**src/rtl/alu_seq_core_if.sv**
```systemverilog
// Handshake and result bus between an ALU requester and alu_seq_core.
// The master issues operations; the slave (the core) returns results and flags.
interface alu_seq_core_if #(
    parameter int unsigned WIDTH = 8
);
    logic             start_valid;
    logic             start_ready;
    logic [2:0]       op;
    logic [WIDTH-1:0] a;
    logic [WIDTH-1:0] b;
    logic [WIDTH-1:0] result;
    logic             result_we;
    logic             carry;
    logic             zero;
    logic             overflow;
    logic             busy;

    modport master (
        output start_valid, op, a, b,
        input  start_ready, result, result_we, carry, zero, overflow, busy
    );

    modport slave (
        input  start_valid, op, a, b,
        output start_ready, result, result_we, carry, zero, overflow, busy
    );
endinterface

```
**src/rtl/alu_seq_core.sv**
```systemverilog
// Multi-cycle ALU execution stage: single-cycle ops go through EXEC, MUL runs an
// 8-step shift-add; results and flags are registered and strobed once via result_we.
module alu_seq_core #(
    parameter int unsigned WIDTH = 8
) (
    input  logic          clk,
    input  logic          reset,
    alu_seq_core_if.slave bus
);
    localparam int unsigned CNT_W = 4;
    localparam int unsigned IDX_W = $clog2(WIDTH);
    localparam int unsigned ACC_W = 2 * WIDTH;

    localparam logic [1:0] S_IDLE = 2'd0;
    localparam logic [1:0] S_EXEC = 2'd1;
    localparam logic [1:0] S_MUL  = 2'd2;
    localparam logic [1:0] S_DONE = 2'd3;

    localparam logic [2:0] OP_ADD = 3'b000;
    localparam logic [2:0] OP_SUB = 3'b001;
    localparam logic [2:0] OP_AND = 3'b010;
    localparam logic [2:0] OP_OR  = 3'b011;
    localparam logic [2:0] OP_XOR = 3'b100;
    localparam logic [2:0] OP_SHL = 3'b101;
    localparam logic [2:0] OP_SHR = 3'b110;
    localparam logic [2:0] OP_MUL = 3'b111;

    logic [1:0]       state,     state_n;
    logic [2:0]       op_q,      op_n;
    logic [WIDTH-1:0] a_q,       a_n;
    logic [WIDTH-1:0] b_q,       b_n;
    logic [ACC_W-1:0] acc,       acc_n;
    logic [CNT_W-1:0] cnt,       cnt_n;
    logic [WIDTH-1:0] result_q,  result_n;
    logic             carry_q,   carry_n;
    logic             zero_q,    zero_n;
    logic             ovf_q,     ovf_n;
    logic             we_q,      we_n;

    logic             accept;
    logic [WIDTH:0]   sum_ext;
    logic [WIDTH:0]   diff_ext;
    logic [WIDTH-1:0] alu_res;
    logic             alu_c;
    logic             alu_v;
    logic [ACC_W-1:0] mul_addend;
    logic [ACC_W-1:0] acc_sum;
    logic             mul_last;

    assign accept = bus.start_valid && bus.start_ready;

    // Extended add/sub so the top bit is the carry or borrow.
    assign sum_ext  = {1'b0, a_q} + {1'b0, b_q};
    assign diff_ext = {1'b0, a_q} - {1'b0, b_q};

    // One shift-add step: add the multiplicand shifted by the current bit index.
    assign mul_addend = b_q[cnt[IDX_W-1:0]] ? (ACC_W'(a_q) << cnt) : '0;
    assign acc_sum    = acc + mul_addend;
    assign mul_last   = (cnt == CNT_W'(WIDTH - 1));

    // Single-cycle operations evaluated from the captured operands.
    always_comb begin
        alu_res = '0;
        alu_c   = 1'b0;
        alu_v   = 1'b0;
        case (op_q)
            OP_ADD: begin
                alu_res = sum_ext[WIDTH-1:0];
                alu_c   = sum_ext[WIDTH];
                alu_v   = (a_q[WIDTH-1] == b_q[WIDTH-1]) &&
                          (sum_ext[WIDTH-1] != a_q[WIDTH-1]);
            end
            OP_SUB: begin
                alu_res = diff_ext[WIDTH-1:0];
                alu_c   = diff_ext[WIDTH];
                alu_v   = (a_q[WIDTH-1] != b_q[WIDTH-1]) &&
                          (diff_ext[WIDTH-1] != a_q[WIDTH-1]);
            end
            OP_AND: alu_res = a_q & b_q;
            OP_OR:  alu_res = a_q | b_q;
            OP_XOR: alu_res = a_q ^ b_q;
            OP_SHL: begin
                alu_res = {a_q[WIDTH-2:0], 1'b0};
                alu_c   = a_q[WIDTH-1];
            end
            OP_SHR: begin
                alu_res = {1'b0, a_q[WIDTH-1:1]};
                alu_c   = a_q[0];
            end
            default: begin
                alu_res = '0;
                alu_c   = 1'b0;
                alu_v   = 1'b0;
            end
        endcase
    end

    // Next-state and registered-output logic.
    always_comb begin
        state_n  = state;
        op_n     = op_q;
        a_n      = a_q;
        b_n      = b_q;
        acc_n    = acc;
        cnt_n    = cnt;
        result_n = result_q;
        carry_n  = carry_q;
        zero_n   = zero_q;
        ovf_n    = ovf_q;
        we_n     = 1'b0;

        case (state)
            S_IDLE: begin
                if (accept) begin
                    op_n    = bus.op;
                    a_n     = bus.a;
                    b_n     = bus.b;
                    acc_n   = '0;
                    cnt_n   = '0;
                    state_n = (bus.op == OP_MUL) ? S_MUL : S_EXEC;
                end
            end
            S_EXEC: begin
                result_n = alu_res;
                carry_n  = alu_c;
                zero_n   = (alu_res == '0);
                ovf_n    = alu_v;
                we_n     = 1'b1;
                state_n  = S_DONE;
            end
            S_MUL: begin
                acc_n = acc_sum;
                if (mul_last) begin
                    result_n = acc_sum[WIDTH-1:0];
                    carry_n  = |acc_sum[ACC_W-1:WIDTH];
                    zero_n   = (acc_sum[WIDTH-1:0] == '0);
                    ovf_n    = 1'b0;
                    we_n     = 1'b1;
                    state_n  = S_DONE;
                end else begin
                    cnt_n = cnt + CNT_W'(1);
                end
            end
            S_DONE: begin
                state_n = S_IDLE;
            end
            default: begin
                state_n = S_IDLE;
            end
        endcase
    end

    // State register; reset aborts any op in flight and clears all outputs.
    always_ff @(posedge clk) begin
        if (reset) begin
            state    <= S_IDLE;
            op_q     <= '0;
            a_q      <= '0;
            b_q      <= '0;
            acc      <= '0;
            cnt      <= '0;
            result_q <= '0;
            carry_q  <= 1'b0;
            zero_q   <= 1'b0;
            ovf_q    <= 1'b0;
            we_q     <= 1'b0;
        end else begin
            state    <= state_n;
            op_q     <= op_n;
            a_q      <= a_n;
            b_q      <= b_n;
            acc      <= acc_n;
            cnt      <= cnt_n;
            result_q <= result_n;
            carry_q  <= carry_n;
            zero_q   <= zero_n;
            ovf_q    <= ovf_n;
            we_q     <= we_n;
        end
    end

    assign bus.start_ready = (state == S_IDLE) && !reset;
    assign bus.busy        = (state != S_IDLE);
    assign bus.result      = result_q;
    assign bus.result_we   = we_q;
    assign bus.carry       = carry_q;
    assign bus.zero        = zero_q;
    assign bus.overflow    = ovf_q;
endmodule
```
**src/flat_wrapper.sv**
```systemverilog
// flat-port wrapper written by rule: the top's interface ports become plain ports
module alu_seq_core_flat 
#(
    parameter int unsigned WIDTH = 8
)
  (clk, reset, bus_start_valid, bus_op, bus_a, bus_b, bus_start_ready, bus_result, bus_result_we, bus_carry, bus_zero, bus_overflow, bus_busy);
  alu_seq_core_if #(.WIDTH(WIDTH)) bus_i ();
  input  logic clk;
  input  logic reset;
  input wire logic [$bits(bus_i.start_valid)-1:0] bus_start_valid;
  input wire logic [$bits(bus_i.op)-1:0] bus_op;
  input wire logic [$bits(bus_i.a)-1:0] bus_a;
  input wire logic [$bits(bus_i.b)-1:0] bus_b;
  output wire logic [$bits(bus_i.start_ready)-1:0] bus_start_ready;
  output wire logic [$bits(bus_i.result)-1:0] bus_result;
  output wire logic [$bits(bus_i.result_we)-1:0] bus_result_we;
  output wire logic [$bits(bus_i.carry)-1:0] bus_carry;
  output wire logic [$bits(bus_i.zero)-1:0] bus_zero;
  output wire logic [$bits(bus_i.overflow)-1:0] bus_overflow;
  output wire logic [$bits(bus_i.busy)-1:0] bus_busy;
  assign bus_i.start_valid = bus_start_valid;
  assign bus_i.op = bus_op;
  assign bus_i.a = bus_a;
  assign bus_i.b = bus_b;
  assign bus_start_ready = bus_i.start_ready;
  assign bus_result = bus_i.result;
  assign bus_result_we = bus_i.result_we;
  assign bus_carry = bus_i.carry;
  assign bus_zero = bus_i.zero;
  assign bus_overflow = bus_i.overflow;
  assign bus_busy = bus_i.busy;
  alu_seq_core #(.WIDTH(WIDTH)) u_core (.clk(clk), .reset(reset), .bus(bus_i));
endmodule
```
**config.mk**
```make
export PLATFORM = sky130hd
export DESIGN_NAME = alu_seq_core_flat
export DESIGN_NICKNAME = d
export VERILOG_FILES = /design/src/rtl/alu_seq_core_if.sv /design/src/rtl/alu_seq_core.sv /design/src/flat_wrapper.sv
export SDC_FILE = /design/constraint.sdc
export NUM_CORES = 1
export LEC_CHECK = 0
export CAP_MARGIN = 20
export CELL_PAD_IN_SITES_DETAIL_PLACEMENT = 0
export CELL_PAD_IN_SITES_GLOBAL_PLACEMENT = 2
export CORE_ASPECT_RATIO = 0.6
export CORE_MARGIN = 2
export CORE_UTILIZATION = 38
export DETAILED_ROUTE_END_ITERATION = 7
export GPL_TIMING_DRIVEN = 0
export PLACE_DENSITY = 0.94
export SETUP_SLACK_MARGIN = 0.1
export SLEW_MARGIN = 40
export SYNTH_ARGS = -nofsm -noshare
export SYNTH_HDL_FRONTEND = slang
export SYNTH_SLANG_ARGS = --single-unit
```
**constraint.sdc**
```tcl
create_clock -name clk -period 7 [get_ports clk]
set_clock_uncertainty 0.15 [all_clocks]
set_input_delay 1.4 -clock clk [delete_from_list [all_inputs] [get_ports clk]]
set_output_delay 1.4 -clock clk [all_outputs]
set_load 0.02 [all_outputs]
```
==> impl_metrics.env <==
export IMPL_synth_seq_cells=53
export IMPL_synthTopCellsByArea="dfxtp_1, ha_1, nor2_1"
export IMPL_setup_viol=0
export IMPL_tightestPinTransition_ns=0.8281
export IMPL_synth_top_area_cell="dfxtp_1"
export IMPL_power_frac_comb_pct=56.4
export IMPL_p_switching_uw=758.5
export IMPL_grt_max_degree=17
export IMPL_power_density_nw_per_um2=287.1
export IMPL_slew_violations=0
export IMPL_pwr_share_seq_pct=26.3
export IMPL_diodes=0
export IMPL_clock_sinks=53
export IMPL_hold_slack_ns=0.3054
export IMPL_cts_buffers=5
export IMPL_end_kind="register"
export IMPL_clk_pin_slew_ns=0.08
export IMPL_internal_power_uw=794.1
export IMPL_synth_top_area_share_pct=22.54
export IMPL_slew_limit_headroom_pct=44.79
export IMPL_fin_setup_tns_ns=0
export IMPL_status="completed"
export IMPL_critPathMaxFanout=8
export IMPL_tritoncts="yes"
export IMPL_hpwl_mm=13.11
export IMPL_syn_avg_cell_area_um2=7.704
export IMPL_h_tree_depth=2
export IMPL_swShare_pct=48.85
export IMPL_viasPerCell=5.862
export IMPL_synthFlopType="dfxtp_1"
export IMPL_crit_path_start_kind="register"
export IMPL_ctsHoldBuffers=0
export IMPL_yosys_warnings=0
export IMPL_grt_overflow_total=0
export IMPL_place_area_um2=5265
export IMPL_synthArstFlopShare_pct=0
export IMPL_crit_chain="buf_6 > mux4_1 > mux2i_4 > or2_1 > clkbuf_1 > nor2b_1 > ha_1 > fa_1 > a211oi_1 > nor2_1 > a41oi_1 > a21oi_1 > or3_1 > a211oi_1 > a31oi_1"
export IMPL_min_period_ns=4.903
export IMPL_max_freq_ghz=0.2040
export IMPL_clock_root_buffer="clkbuf_16"
export IMPL_crit_slowest_cell="mux4_1"
export IMPL_path_class="reg -> reg"
export IMPL_portBuffers=35
export IMPL_rows=31
export IMPL_final_cell_mix="nor2_1, nand2_1, dfxtp_1"
export IMPL_place_ws_ns=2.200
export IMPL_remaining_drc_errors=0
export IMPL_hold_viol_final=0
export IMPL_clk_latency_ns=0.31
export IMPL_crit_family="compound AO/OA/AOI/OAI gates"
export IMPL_power_mw=1.553
export IMPL_crit_top_cell="a211oi_1"
export IMPL_ios=36
export IMPL_routed_wl_mm=16.39
export IMPL_grt_pass1_vias=4455
export IMPL_postCtsSetupBuffers=0
export IMPL_rsz0062_at_grt="no"
export IMPL_clkPwrFrac_pct=17.3
export IMPL_critical_path_arrival_ns=4.94
export IMPL_stdcell_count=819
export IMPL_worst_slack_ns=2.097
export IMPL_antenna_found_initial=0
export IMPL_hold_path_class="reg -> reg"
export IMPL_period_share_pct=70.04
export IMPL_synth_edf_count=0
export IMPL_wl_per_cell_um=20.01
export IMPL_groute_layer_met3_usage_pct=5.635
export IMPL_core_area_um2=12060
export IMPL_met1_usage_pct=41.37
export IMPL_grt_total_usage_pct=24.76
export IMPL_synth_fp_nets=679
export IMPL_p_leak_nw=2.108
export IMPL_grt_pass1_wl_mm=25.72
export IMPL_layout_commonest_cell="nor2_1"
export IMPL_syn_cell_area_um2=4707
export IMPL_met2_usage_pct=30.74
export IMPL_max_cap_viol_count=0
export IMPL_die_area_um2=13320
export IMPL_final_layout_size_suffix_gt1_share_pct=5.046
export IMPL_num_vias=4801
export IMPL_final_util_pct=44.83
export IMPL_required_ns=7.04
export IMPL_design_area_um2=5408
export IMPL_cts_max_path_buffers=2
export IMPL_synthDistinctLibCells=69
export IMPL_ctsResizeCount=0
export IMPL_ys_seq_area_share_pct=22.54
export IMPL_synth_cells=611
export IMPL_ant_nets=0
export IMPL_critical_path_buf_inv_count=2
export IMPL_gp_congestion=1.057
export IMPL_grt_busiest_layer="met1"
export IMPL_dr_pass1_iters=5
export IMPL_fp_dieW_um=147.7
export IMPL_dpl_cell_count=811
export IMPL_cpPeakStageDelay_ns=0.59
export IMPL_first_iter_violations=480
export IMPL_fp_dieH_um=90.21
export IMPL_area_growth_pct=14.89
export IMPL_max_vdd_ir_drop_mv=0.1180
export IMPL_final_nets=721
export IMPL_start_util_pct=39.02
## flip-flops by register name, indices dropped and copies added, names as in the netlist
| register | flops |
|---|---|
| u_core.bus.result | 8 |
| u_core.bus.zero | 1 |
| u_core.op_q | 3 |
| u_core.bus.result_we | 1 |
| u_core.cnt | 4 |
| u_core.b_q | 8 |
| u_core.bus.overflow | 1 |
| u_core.acc | 16 |
| u_core.a_q | 8 |
| u_core.state | 2 |
| u_core.bus.carry | 1 |
## cells by family after synthesis
family	synth area share, %
AO/OA/AOI/OAI	29.19
XOR/XNOR	2.765
adder cells (fa/ha/maj)	12.71
buffers and inverters	5.821
flip-flops	22.54
multiplexers	6.699
AND/OR/NAND/NOR	20.28
## area by class of cell
cell class,instances,area (µm²)
clock buffer,6,128.9
inverter,34,127.6
buffer,32,146.4
sequential,53,1061
multi-input combinational,492,3373
tap,165,206.4
timing repair buffer,35,350.3
fill,1238,6655
clock inverter,2,13.76
## final timing paths
path | from | to | slack (ns) | cells past startpoint
min reg2reg | u_core.bus.result[4] | u_core.bus.result[4] | 0.31 | 2
max | u_core.cnt[1] | u_core.bus.carry | 2.10 | 15
max reg2reg | u_core.cnt[1] | u_core.bus.carry | 2.10 | 15
min | u_core.bus.result[4] | u_core.bus.result[4] | 0.31 | 2
## routing by layer
metal | vias up | routed length, µm
met5 | - | 0
met4 | 0 | 181
met3 | 17 | 1769
met2 | 229 | 5785
met1 | 2239 | 8649
li1 | 2316 | -
## power by group through the flow
stage | Clock, mW | Sequential, mW | Combinational (mW)
after floorplan | 0 | 0.411 | 0.557
after global placement | 0 | 0.411 | 0.841
after detailed placement | 0 | 0.413 | 0.849
after CTS | 0.270 | 0.405 | 0.853
after global routing | 0.281 | 0.412 | 0.948
final | 0.269 | 0.408 | 0.876
## cell usage after synthesis, types with 9 or more instances
library cell / number
nor2_1: 76
nand2_1: 67
dfxtp_1: 53
ha_1: 43
a21oi_1: 40
inv_1: 30
clkbuf_1: 22
o21ai_0: 21
o31ai_1: 21
a211oi_1: 18
a22oi_1: 18
a21o_1: 14
nand3_1: 12
nand2b_1: 11
nor2b_1: 10
nor3_1: 10
mux2i_1: 9
o22ai_1: 9
## worst reg2reg max path, cell delays in order (launching register included)
cell      delay, ns
dfxtp_1        0.37
buf_6          0.14
mux4_1         0.59
mux2i_4        0.27
or2_1          0.15
clkbuf_1       0.26
nor2b_1        0.13
ha_1           0.26
fa_1           0.44
a211oi_1       0.29
nor2_1         0.10
a41oi_1        0.50
a21oi_1        0.18
or3_1          0.40
a211oi_1       0.41
a31oi_1        0.13
Note: power is estimated with default switching activity, not from simulation.
